## src/rtl/pc_sequencer.sv

```systemverilog
`default_nettype none
// +--------------------------------------------------------------------------+
// | Module   : pc_sequencer                                                  |
// | Purpose  : Fetch/control sequencer for a 16-bit program counter. Each    |
// |            instruction cycle fetches the word at the current PC over a   |
// |            req/ack memory port, decodes its 2-bit class and issues one   |
// |            PC command (RESET/PRESET/INCR/HALT).                          |
// | Ports    : clock, reset (sync, active-low), start                        |
// |            pc_out_i  <- current PC      opcode/pc_in -> PC command       |
// |            mem_req/mem_addr -> memory   mem_ack/mem_rdata <- memory      |
// |            zero_flag <- branch condition                                 |
// |            instr/instr_valid -> fetched instruction, busy/halted status  |
// | Options  : PC_SEQ_BRANCH_EN - class 10 becomes BRZ (PC-relative branch   |
// |            taken when zero_flag is set); otherwise class 10 is a NOP.    |
// | Revision : 1.0 - initial release                                         |
// +--------------------------------------------------------------------------+
module pc_sequencer (
  input  logic        clock,
  input  logic        reset,
  input  logic        start,
  input  logic [15:0] pc_out_i,
  output logic [1:0]  opcode,
  output logic [15:0] pc_in,
  output logic        mem_req,
  output logic [15:0] mem_addr,
  input  logic        mem_ack,
  input  logic [15:0] mem_rdata,
  input  logic        zero_flag,
  output logic [15:0] instr,
  output logic        instr_valid,
  output logic        busy,
  output logic        halted
);

  localparam logic [2:0] c_ST_IDLE   = 3'd0;
  localparam logic [2:0] c_ST_RST_PC = 3'd1;
  localparam logic [2:0] c_ST_FETCH  = 3'd2;
  localparam logic [2:0] c_ST_UPDATE = 3'd3;
  localparam logic [2:0] c_ST_HALTED = 3'd4;

  localparam logic [1:0] c_OP_RESET  = 2'd0;
  localparam logic [1:0] c_OP_PRESET = 2'd1;
  localparam logic [1:0] c_OP_INCR   = 2'd2;
  localparam logic [1:0] c_OP_HALT   = 2'd3;

  logic [2:0]  r_state;
  logic [2:0]  w_next_state;

  logic [1:0]  r_opcode;
  logic [15:0] r_pc_in;
  logic        r_mem_req;
  logic [15:0] r_instr;
  logic        r_instr_valid;
  logic        r_busy;
  logic        r_halted;

  logic [1:0]  w_opcode_nxt;
  logic [15:0] w_pc_in_nxt;
  logic        w_mem_req_nxt;
  logic [15:0] w_instr_nxt;
  logic        w_instr_valid_nxt;

  logic [1:0]  w_dec_cmd;
  logic [15:0] w_dec_target;
  logic        w_dec_halt;

  // Decode works straight off mem_rdata so the command can be registered on
  // the same edge the instruction is captured.
`ifdef PC_SEQ_BRANCH_EN
  logic [15:0] w_branch_off;
  assign w_branch_off = {{2{mem_rdata[13]}}, mem_rdata[13:0]};
`else
  logic w_unused_zero_flag;
  assign w_unused_zero_flag = zero_flag;
`endif

  always_comb begin
    w_dec_cmd    = c_OP_INCR;
    w_dec_target = r_pc_in;   // pc_in only moves when a PRESET is issued
    w_dec_halt   = 1'b0;
    case (mem_rdata[15:14])
      2'b01: begin
        w_dec_cmd    = c_OP_PRESET;
        w_dec_target = {2'b00, mem_rdata[13:0]};
      end
`ifdef PC_SEQ_BRANCH_EN
      2'b10: begin
        if (zero_flag) begin
          w_dec_cmd    = c_OP_PRESET;
          w_dec_target = pc_out_i + w_branch_off;
        end
      end
`endif
      2'b11: begin
        w_dec_cmd  = c_OP_HALT;
        w_dec_halt = 1'b1;
      end
      default: ;
    endcase
  end

  // State and output registers
  always_ff @(posedge clock) begin
    if (!reset) begin
      r_state       <= c_ST_IDLE;
      r_opcode      <= c_OP_HALT;
      r_pc_in       <= 16'h0000;
      r_mem_req     <= 1'b0;
      r_instr       <= 16'h0000;
      r_instr_valid <= 1'b0;
      r_busy        <= 1'b0;
      r_halted      <= 1'b0;
    end else begin
      r_state       <= w_next_state;
      r_opcode      <= w_opcode_nxt;
      r_pc_in       <= w_pc_in_nxt;
      r_mem_req     <= w_mem_req_nxt;
      r_instr       <= w_instr_nxt;
      r_instr_valid <= w_instr_valid_nxt;
      r_busy        <= (w_next_state == c_ST_RST_PC) ||
                       (w_next_state == c_ST_FETCH)  ||
                       (w_next_state == c_ST_UPDATE);
      r_halted      <= (w_next_state == c_ST_HALTED);
    end
  end

  // Next-state logic
  always_comb begin
    w_next_state = r_state;
    case (r_state)
      c_ST_IDLE:   if (start) w_next_state = c_ST_RST_PC;
      c_ST_RST_PC: w_next_state = c_ST_FETCH;
      c_ST_FETCH: begin
        if (mem_ack) w_next_state = w_dec_halt ? c_ST_HALTED : c_ST_UPDATE;
      end
      c_ST_UPDATE: w_next_state = c_ST_FETCH;
      c_ST_HALTED: if (start) w_next_state = c_ST_UPDATE;
      default:     w_next_state = c_ST_IDLE;
    endcase
  end

  // Output logic: values the output registers take at the coming edge.
  // The PC holds (HALT) unless the next cycle is RST_PC or UPDATE.
  always_comb begin
    w_opcode_nxt      = c_OP_HALT;
    w_pc_in_nxt       = r_pc_in;
    w_mem_req_nxt     = 1'b0;
    w_instr_nxt       = r_instr;
    w_instr_valid_nxt = 1'b0;
    case (r_state)
      c_ST_IDLE: begin
        if (start) w_opcode_nxt = c_OP_RESET;
      end
      c_ST_RST_PC: w_mem_req_nxt = 1'b1;
      c_ST_FETCH: begin
        if (mem_ack) begin
          w_instr_nxt       = mem_rdata;
          w_instr_valid_nxt = 1'b1;
          w_opcode_nxt      = w_dec_cmd;
          w_pc_in_nxt       = w_dec_target;
        end else begin
          w_mem_req_nxt = 1'b1;   // hold the request through wait states
        end
      end
      c_ST_UPDATE: w_mem_req_nxt = 1'b1;
      c_ST_HALTED: begin
        if (start) w_opcode_nxt = c_OP_INCR;  // step past the HALT word
      end
      default: ;
    endcase
  end

  assign opcode      = r_opcode;
  assign pc_in       = r_pc_in;
  assign mem_req     = r_mem_req;
  assign mem_addr    = pc_out_i;
  assign instr       = r_instr;
  assign instr_valid = r_instr_valid;
  assign busy        = r_busy;
  assign halted      = r_halted;

endmodule
`default_nettype wire

```

## config.mk

```make
export PLATFORM = sky130hd
export DESIGN_NAME = pc_sequencer
export DESIGN_NICKNAME = d
export VERILOG_FILES = /design/src/rtl/pc_sequencer.sv
export SDC_FILE = /design/constraint.sdc
export NUM_CORES = 1
export LEC_CHECK = 0
export ABC_AREA = 1
export CAP_MARGIN = 20
export CELL_PAD_IN_SITES_DETAIL_PLACEMENT = 1
export CELL_PAD_IN_SITES_GLOBAL_PLACEMENT = 1
export CORE_MARGIN = 3
export CORE_UTILIZATION = 28
export CTS_CLUSTER_SIZE = 12
export DETAILED_ROUTE_END_ITERATION = 8
export GPL_TIMING_DRIVEN = 0
export PLACE_DENSITY = 0.94
export REMOVE_ABC_BUFFERS = 1
export SLEW_MARGIN = 40
export SYNTH_ARGS = -nofsm -noshare
export SYNTH_HDL_FRONTEND = slang
export SYNTH_SLANG_ARGS = --single-unit
```

## constraint.sdc

```tcl
create_clock -name clock -period 1.8 [get_ports clock]
set_input_delay 0.36 -clock clock [delete_from_list [all_inputs] [get_ports clock]]
set_output_delay 0.36 -clock clock [all_outputs]
set_load 0.02 [all_outputs]
```

; After elaboration in Yosys (flattened, before gate mapping)
; Cells that the tools add are included.
[totals]
reg_bits = 39
latchBits = 0
ram_bits = 0
romBits = 0
in_bits = 37
output_inout_bits = 54
elab_cells = 39
memories = 0
[op_classes]
addsub = 0
multipliers = 0
div_mod_pow = 0
magnitude_cmp = 0
eq_ne = 10
n_shift = 0
mux = 14
n_bitwise = 0
reduce_logical = 7
[op_table]
columns = cell, count
row1 = $eq A3 B2 Y1 const B, 4
row2 = $mux W3, 4
row3 = $pmux W3 S4, 1
row4 = $eq A3 B1 Y1 const B, 2
row5 = $eq A3 B3 Y1 const B, 2
row6 = $pmux W2 S3, 1
row7 = $mux W1, 4
row8 = $mux W2, 2
row9 = $pmux W2 S2, 1
row10 = $reduce_and A2 Y1, 2
row11 = $logic_not A3 Y1, 1
row12 = $reduce_and A3 Y1, 1
row13 = $eq A2 B1 Y1 const B, 1
row14 = $eq A2 B2 Y1 const B, 1
row15 = $logic_or A1 B1 Y1, 2
row16 = $pmux W1 S2, 1
row17 = $reduce_or A2 Y1, 1

; Depth between registers and ports, before layout
; Gate-level depths: netlist of the first run.
[depth]
word_depth = 8
ltp_mapped = 7
depth_no_buf = 6

; Worst setup path after synthesis of the first run
; No wires, ideal clock.
[synth_path]
path_type = register to register
from = register r_state[2]
to = register r_instr[5], in the netlist instr[5]
setup_time_ps = 116
t_arrival_ps = 1039
t_required_ps = 1684
setup_slack_ps = 645
stages_incl_launch_ff = 8
n_path_buf = 1
synth_period_minus_slack_ps = 1155
cell_sequence = dfxtp_1 > nor2_2 > nand2_4 > nor2_8 > inv_4 > buf_6 > nor2_2 > nor2_1
[synth_between]
elab_chain_len = 2
[synth_lines]
columns = element, line_no
row1 = start: declaration, 46  ; logic [2:0] r_state;
row2 = start signal: assignment, 105  ; r_state <= c_ST_IDLE;
row3 = start signal: assignment, 114  ; r_state <= w_next_state;
row4 = $eq A3 B2 Y1, 150  ; case (r_state)
row5 = $reduce_and A2 Y1 (no line), --
row6 = end signal: assignment, 118  ; r_instr <= w_instr_nxt;
row7 = end: declaration, 52  ; logic [15:0] r_instr;
; Every way passes these cells.
; A chain may end at the register's enable or synchronous reset.

; Worst setup path in the final report of the first run
[layout_path]
from = register r_instr[5], in the netlist instr[5]
to = output port instr[5]
[layout_rtl]
columns = element, line_no
row1 = end: declaration, 29  ; output logic [15:0] instr,
; No word-level cell between the ends.

==> key figures, run 1 <==
Clock network
  – Clock Sinks: 39
  – CTS H-tree depth: 2
  – Root Driver: clkbuf_8
  – Num CTS Buffers: 5
  – CTS tree: done
  – Max clock buf depth: 2
  – Worst-Skew Late Latency: 0.28 ns
  – Clock transition at path regs: 0.07 ns

Routing
  – Via count: between 1000 and 1500
  – Top Layer Used: met4
  – DRT iter0 DRCs: 39
  – Routed len/inst: 14.6 µm
  – Drt pass-1 iters: 4
  – Via density: approximately 4.5
  – Met1 wire length: around 1900 µm
  – Wire length on met2: 2240 µm
  – Total wire length: approximately 4600 µm
  – DRT antenna net count: 0
  – DRC Markers: 0
  – Met3 WL: around 410 µm

Critical path
  – Worst setup SP type: register
  – Crit path required time: between 1 and 1.5 ns
  – Crit path max-delay family: buffers and inverters
  – Crit path cell chain: clkdlybuf4s50_1
  – Crit path kind: reg2out
  – Worst reg-to-reg setup slack: between 0.3 and 0.4 ns
  – Crit. End Element: output port
  – Crit-path max cell delay: about 0.63 ns
  – Max FO, Critical Path: 2
  – WP buf/inv: 1
  – Critical path's slowest cell: clkdlybuf4s50_1
  – Worst EP arrival: 1.25 ns

Die
  – Starting density of the core: 0.291
  – Core area: about 5500 µm²
  – IO Count: approximately 90
  – Die height: ~80 µm
  – Die ar.: 6710 µm²
  – Rows: 27
  – Die width: approximately 82 µm

Logic synthesis
  – Area leader, netlist: dfxtp_1
  – Post-Syn Instances: around 200
  – Synth Area in Simple Gates: 0.253
  – Yosys warnings: 0
  – Mapped Area: roughly 1600 µm²
  – Asr flop ratio synth: 0
  – Post-synth top cells: nor2_1, dfxtp_1, buf_4
  – Synth Area in Compound Gates: 0.124
  – Primary FF master, synth: dfxtp_1
  – Post-synth EDFFs: 0
  – Count leader, synth: nor2_1
  – Synth Area in Adders: 0
  – Area share of the largest cell type after synthesis: 0.484
  – Mux cell area share after synthesis: 0
  – Synth cell types: 25
  – Mapped Avg Cell Area: ~8.1 µm²
  – Top cells by area, synth: dfxtp_1, nor2_1, buf_4
  – Synth Area in XOR/XNOR: 0
  – Largest family of logic cells by synthesized area: simple AND/OR/NAND/NOR gates
  – Synthesis-stage register bit count: 39
  – Seq/Total Area, Yosys: 0.484

Timing
  – Setup violators final: 0
  – Unrepaired setup endpoints after global routing: false
  – Tmin final: between 1.5 and 2 ns
  – Max-slew violations: 0
  – Clk_skew: just under 0.007 ns
  – Final Worst Setup Slack: around 0.19 ns
  – Final period util: 0.894
  – Upper clock frequency limit: between 0.6 and 0.7 GHz
  – Min Hold Slack: between 0.4 and 0.5 ns
  – Final Hold Fails: 0

Power and ir drop
  – P_leak: between 0.8 and 0.9 nW
  – Power per standard cell area: 795 nW/µm²
  – Peak supply drop: roughly 0.00033 V

GRT
  – First-pass GRT wire length: slightly above 7000 µm
  – Initial antenna violation count: 0
  – Vias in the first global route: about 1400
  – Aggregate global-route resource usage: 0.140
  – Grt ovf: 0
  – Pin count of the biggest net entering global routing: 30

Cells and area
  – Layout Area Growth over Synthesis: 35.1%
  – Nets: between 200 and 300
  – Final instance area: roughly 2200 µm²
  – N_diodes: 0
  – Layout cells sized above 1: 0.138

Flow run
  – Max_cap viols: 0

Run status
  – Status: completed

Placed design
  – Area after DPL: 2060 µm²
  – RePlAce Congestion: roughly 0.83
  – Dpl ws: -0.316 ns
  – IO buf count: 55
  – DP HPWL: ~3300 µm

Worst hold path
  – Worst Hold Class: reg2reg
-- final timing paths --
| kind | from | to | cells past startpoint |
|---|---|---|---|
| setup / recovery | instr[5] | instr[5] | 1 |
| hold / removal | instr[15] | instr[15] | 2 |
| setup reg to reg | r_state[2] | instr[4] | 6 |
| hold reg to reg | instr[15] | instr[15] | 2 |
-- routing by layer --
layer | vias to the layer above | track usage
met5 | - | 0
met4 | 0 | 0.0299
met3 | 2 | 0.0691
met2 | 55 | 0.231
met1 | 670 | 0.163
li1 | 692 | -
-- kinds of logic after synthesis --
kind of cell    count (synthesis)
compound gates                 38
other cells                     1
flops                          39
buf+inv                        32
simple gates                   88
-- state kept, by name (all words and copies together), names as in the netlist --
name and flops:
r_state 3, instr_valid 1, busy 1, opcode 2
mem_req 1, pc_in 14, instr 16, halted 1
-- power breakdown --
part	switching [W]	internal, W
logic	0.000127	0.000107
clock network	0.000285	0.000301
registers	0.0000180	0.000893
-- layout make-up --
class / instances / area, µm²
clock inverters: 1 / 5.00
fillers: 688 / 3360
repair buffers: 59 / 576
clock buffers: 6 / 82.6
inverters: 7 / 28.8
well taps: 72 / 90.1
flip-flops and latches: 39 / 781
multi-input cells: 128 / 616
-- layout by cell type, fill, tap and decap left out --
cell type         n
clkinv_1          1
nand2_2           2
buf_2             1
a21boi_0          1
nor3_1            1
nand3_1           4
nor2_1           54
inv_2             1
a21oi_2           2
nor2_8            1
o21ai_1          14
nor2_4            1
conb_1            2
or2_2             2
nand4_1           2
clkinv_2          1
buf_4             4
clkbuf_8          6
inv_1             4
nand2_1          10
o21ai_0          15
a21oi_1           6
nor2_2           10
clkdlybuf4s50_1  54
dfxtp_1          39
inv_4             1
nand2_4           1
-- metrics by stage --
step	TNS [ns]	power (W)	std cells	util
floorplan	0	0.00103	174	-
global placement	-10.83	0.00116	301	0.373
detailed placement	-4.13	0.00117	301	0.372
CTS	0	0.00176	308	0.388
global route	0	0.00182	312	0.393
finish	0	0.00173	312	0.393
-- timing repair --
item | in CTS | in global routing
resized for setup | 0 | 0
pin swaps | 1 | 1
hold buffers | 0 | 0
setup endpoints to repair | 5 | 14
buffers inserted | 0 | 4
Note: power is estimated with default switching activity, not from simulation.
==> run 2: changes to the inputs <==
CTS_CLUSTER_DIAMETER = 200   (was default)
TNS_END_PERCENT = 10   (was default)
==> results of run 2 <==
Same layout as run 1: the final DEF is identical, and so are final timing and power.
==> run 3: changes to the inputs <==
MAX_ROUTING_LAYER = met4   (was default)
PLACE_DENSITY = 0.88   (was 0.94)
==> run 3 against run 2 <==
Core utilization increased by 0.27 points. Worst setup slack got worse by 0.0014 ns. Fmax about the same. Combinational power about the same. Worst hold slack got worse by 0.0075 ns. Non-clock buffer count decreased by 2. Sequential share of layout area decreased by 0.25 points. Sequential power about the same. Register-to-register slack improved by 0.02 ns. Total power increased by 9.4%. Die area unchanged.
==> key figures, run 3 (synthesis gave the netlist of run 1 again) <==
Critical path
  – Worst reg-to-reg setup slack: between 0.3 and 0.4 ns
  – Crit path required time: between 1 and 1.5 ns
  – CP Launch Point: pc_in[8]
  – Critical Path End: pc_in[8]
  – Crit path kind: reg2out
  – CP Depth: 1
  – WP buf/inv: 1
  – Crit-path max cell delay: ~0.62 ns
  – Critical path's slowest cell: clkdlybuf4s50_1
  – Crit path cell chain: clkdlybuf4s50_1
  – Worst setup SP type: register
  – Max FO, Critical Path: 2
  – Crit. End Element: output port
  – R2R Path End: instr[2]
  – R2r worst-path depth: 6
  – Crit path max-delay family: buffers and inverters
  – Worst EP arrival: around 1.3 ns
  – Reg2reg start: r_state[2]

Flow run
  – Max_cap viols: 0

Run status
  – Status: completed

Power and ir drop
  – Power Total: roughly 0.0019 W
  – Peak supply drop: between 0.0005 and 0.0006 V
  – P_leak: a little under 0.9 nW
  – Power per standard cell area: 863 nW/µm²

GRT
  – Aggregate global-route resource usage: 0.151
  – Grt ovf: 0
  – Vias in the first global route: ~1500
  – Pin count of the biggest net entering global routing: 30
  – Initial antenna violation count: 0
  – First-pass GRT wire length: approximately 7400 µm

Cells and area
  – Most frequent cells in the layout: nor2_1, clkdlybuf4s50_1, dfxtp_1
  – Layout Area Growth over Synthesis: 36.0%
  – Layout cells sized above 1: 0.134
  – Nets: 275
  – Max FFs per register: 16
  – N_diodes: 0

Routing
  – DRT antenna net count: 0
  – Routed len/inst: about 15 µm
  – Via density: roughly 4.5
  – Total wire length: approximately 4500 µm
  – Drt pass-1 iters: 4
  – Via count: roughly 1400
  – DRC Markers: 0
  – DRT iter0 DRCs: 67

Clock network
  – Clock Sinks: 39
  – Root Driver: clkbuf_8
  – CTS H-tree depth: 2
  – Clock transition at path regs: approximately 0.08 ns
  – # resized after CTS: 0
  – Max clock buf depth: 2
  – Num CTS Buffers: 5
  – Worst-Skew Late Latency: between 0.2 and 0.3 ns
  – CTS tree: done

Timing
  – Final Hold Fails: 0
  – Final period util: 0.895
  – Max-slew violations: 0
  – Upper clock frequency limit: between 0.6 and 0.7 GHz
  – Tmin final: between 1.5 and 2 ns
  – Min Hold Slack: 0.471 ns
  – Unrepaired setup endpoints after global routing: false
  – Clk_skew: roughly 0.0055 ns
  – Setup violators final: 0

Die
  – IO Count: 91
  – Die ar.: approximately 6700 µm²
  – Rows: 27
  – Die width: roughly 82 µm
  – Starting density of the core: 0.291
  – Core area: 5540 µm²
  – Die height: roughly 82 µm

Placed design
  – DP HPWL: approximately 3300 µm
  – IO buf count: 55
  – RePlAce Congestion: between 0.7 and 0.8

Worst hold path
  – Worst Hold Class: reg2reg
run 3: cell type report:
type                            count  area [µm²]
Clock buffer                        6        82.6
Clock inverter                      2        35.0
Fill cell                         675        3350
Inverter                            7        28.8
Multi-Input combinational cell    128         616
Sequential cell                    39         781
Tap cell                           72        90.1
Timing Repair Buffer               57         561
run 3: per-stage QoR:
step	util	TNS, ns	setup slack, ns	instance area (µm²)	cells
2_1_floorplan	-	0	0.627	1430	174
3_3_place_gp	0.373	-10.77	-0.764	2070	301
3_5_place_dp	0.372	-4.42	-0.309	2060	301
4_1_cts	0.393	0	0.0248	2180	309
5_1_grt	0.396	0	0.117	2190	311
6_report	0.396	0	0.189	2190	311
run 3: how the worst min path moves through the flow:
stage                       from        end  depth (start not counted)
global placement       instr[15]  instr[15]                          2
CTS                    instr[15]  instr[15]                          2
detailed placement     instr[15]  instr[15]                          2
finish                 instr[14]  instr[14]                          2
floorplan           mem_rdata[5]   instr[5]                          2
global route           instr[14]  instr[14]                          2
run 3: repair_timing:
item	4_1_cts	5_1_grt
pin swaps	1	1
setup endpoints to repair	1	14
gates cloned	0	0
hold buffers	0	0
buffers inserted	0	2
run 3: power by group:
group	total, W	switching (W)	internal, W
Clock	0.000751	0.000303	0.000449
Sequential	0.000910	0.0000177	0.000893
Combinational	0.000232	0.000125	0.000107
Total	0.00189	0.000446	0.00145
run 3: routing by layer:
metal / global-route usage / up-vias / part of all wire / routed length [µm]
met5: - / - / 0 / 0
met4: 0.0382 / 0 / 0.0080 / 36
met3: 0.0647 / 5 / 0.084 / 379
met2: 0.241 / 55 / 0.47 / 2140
met1: 0.174 / 647 / 0.44 / 1970
li1: - / 691 / - / -
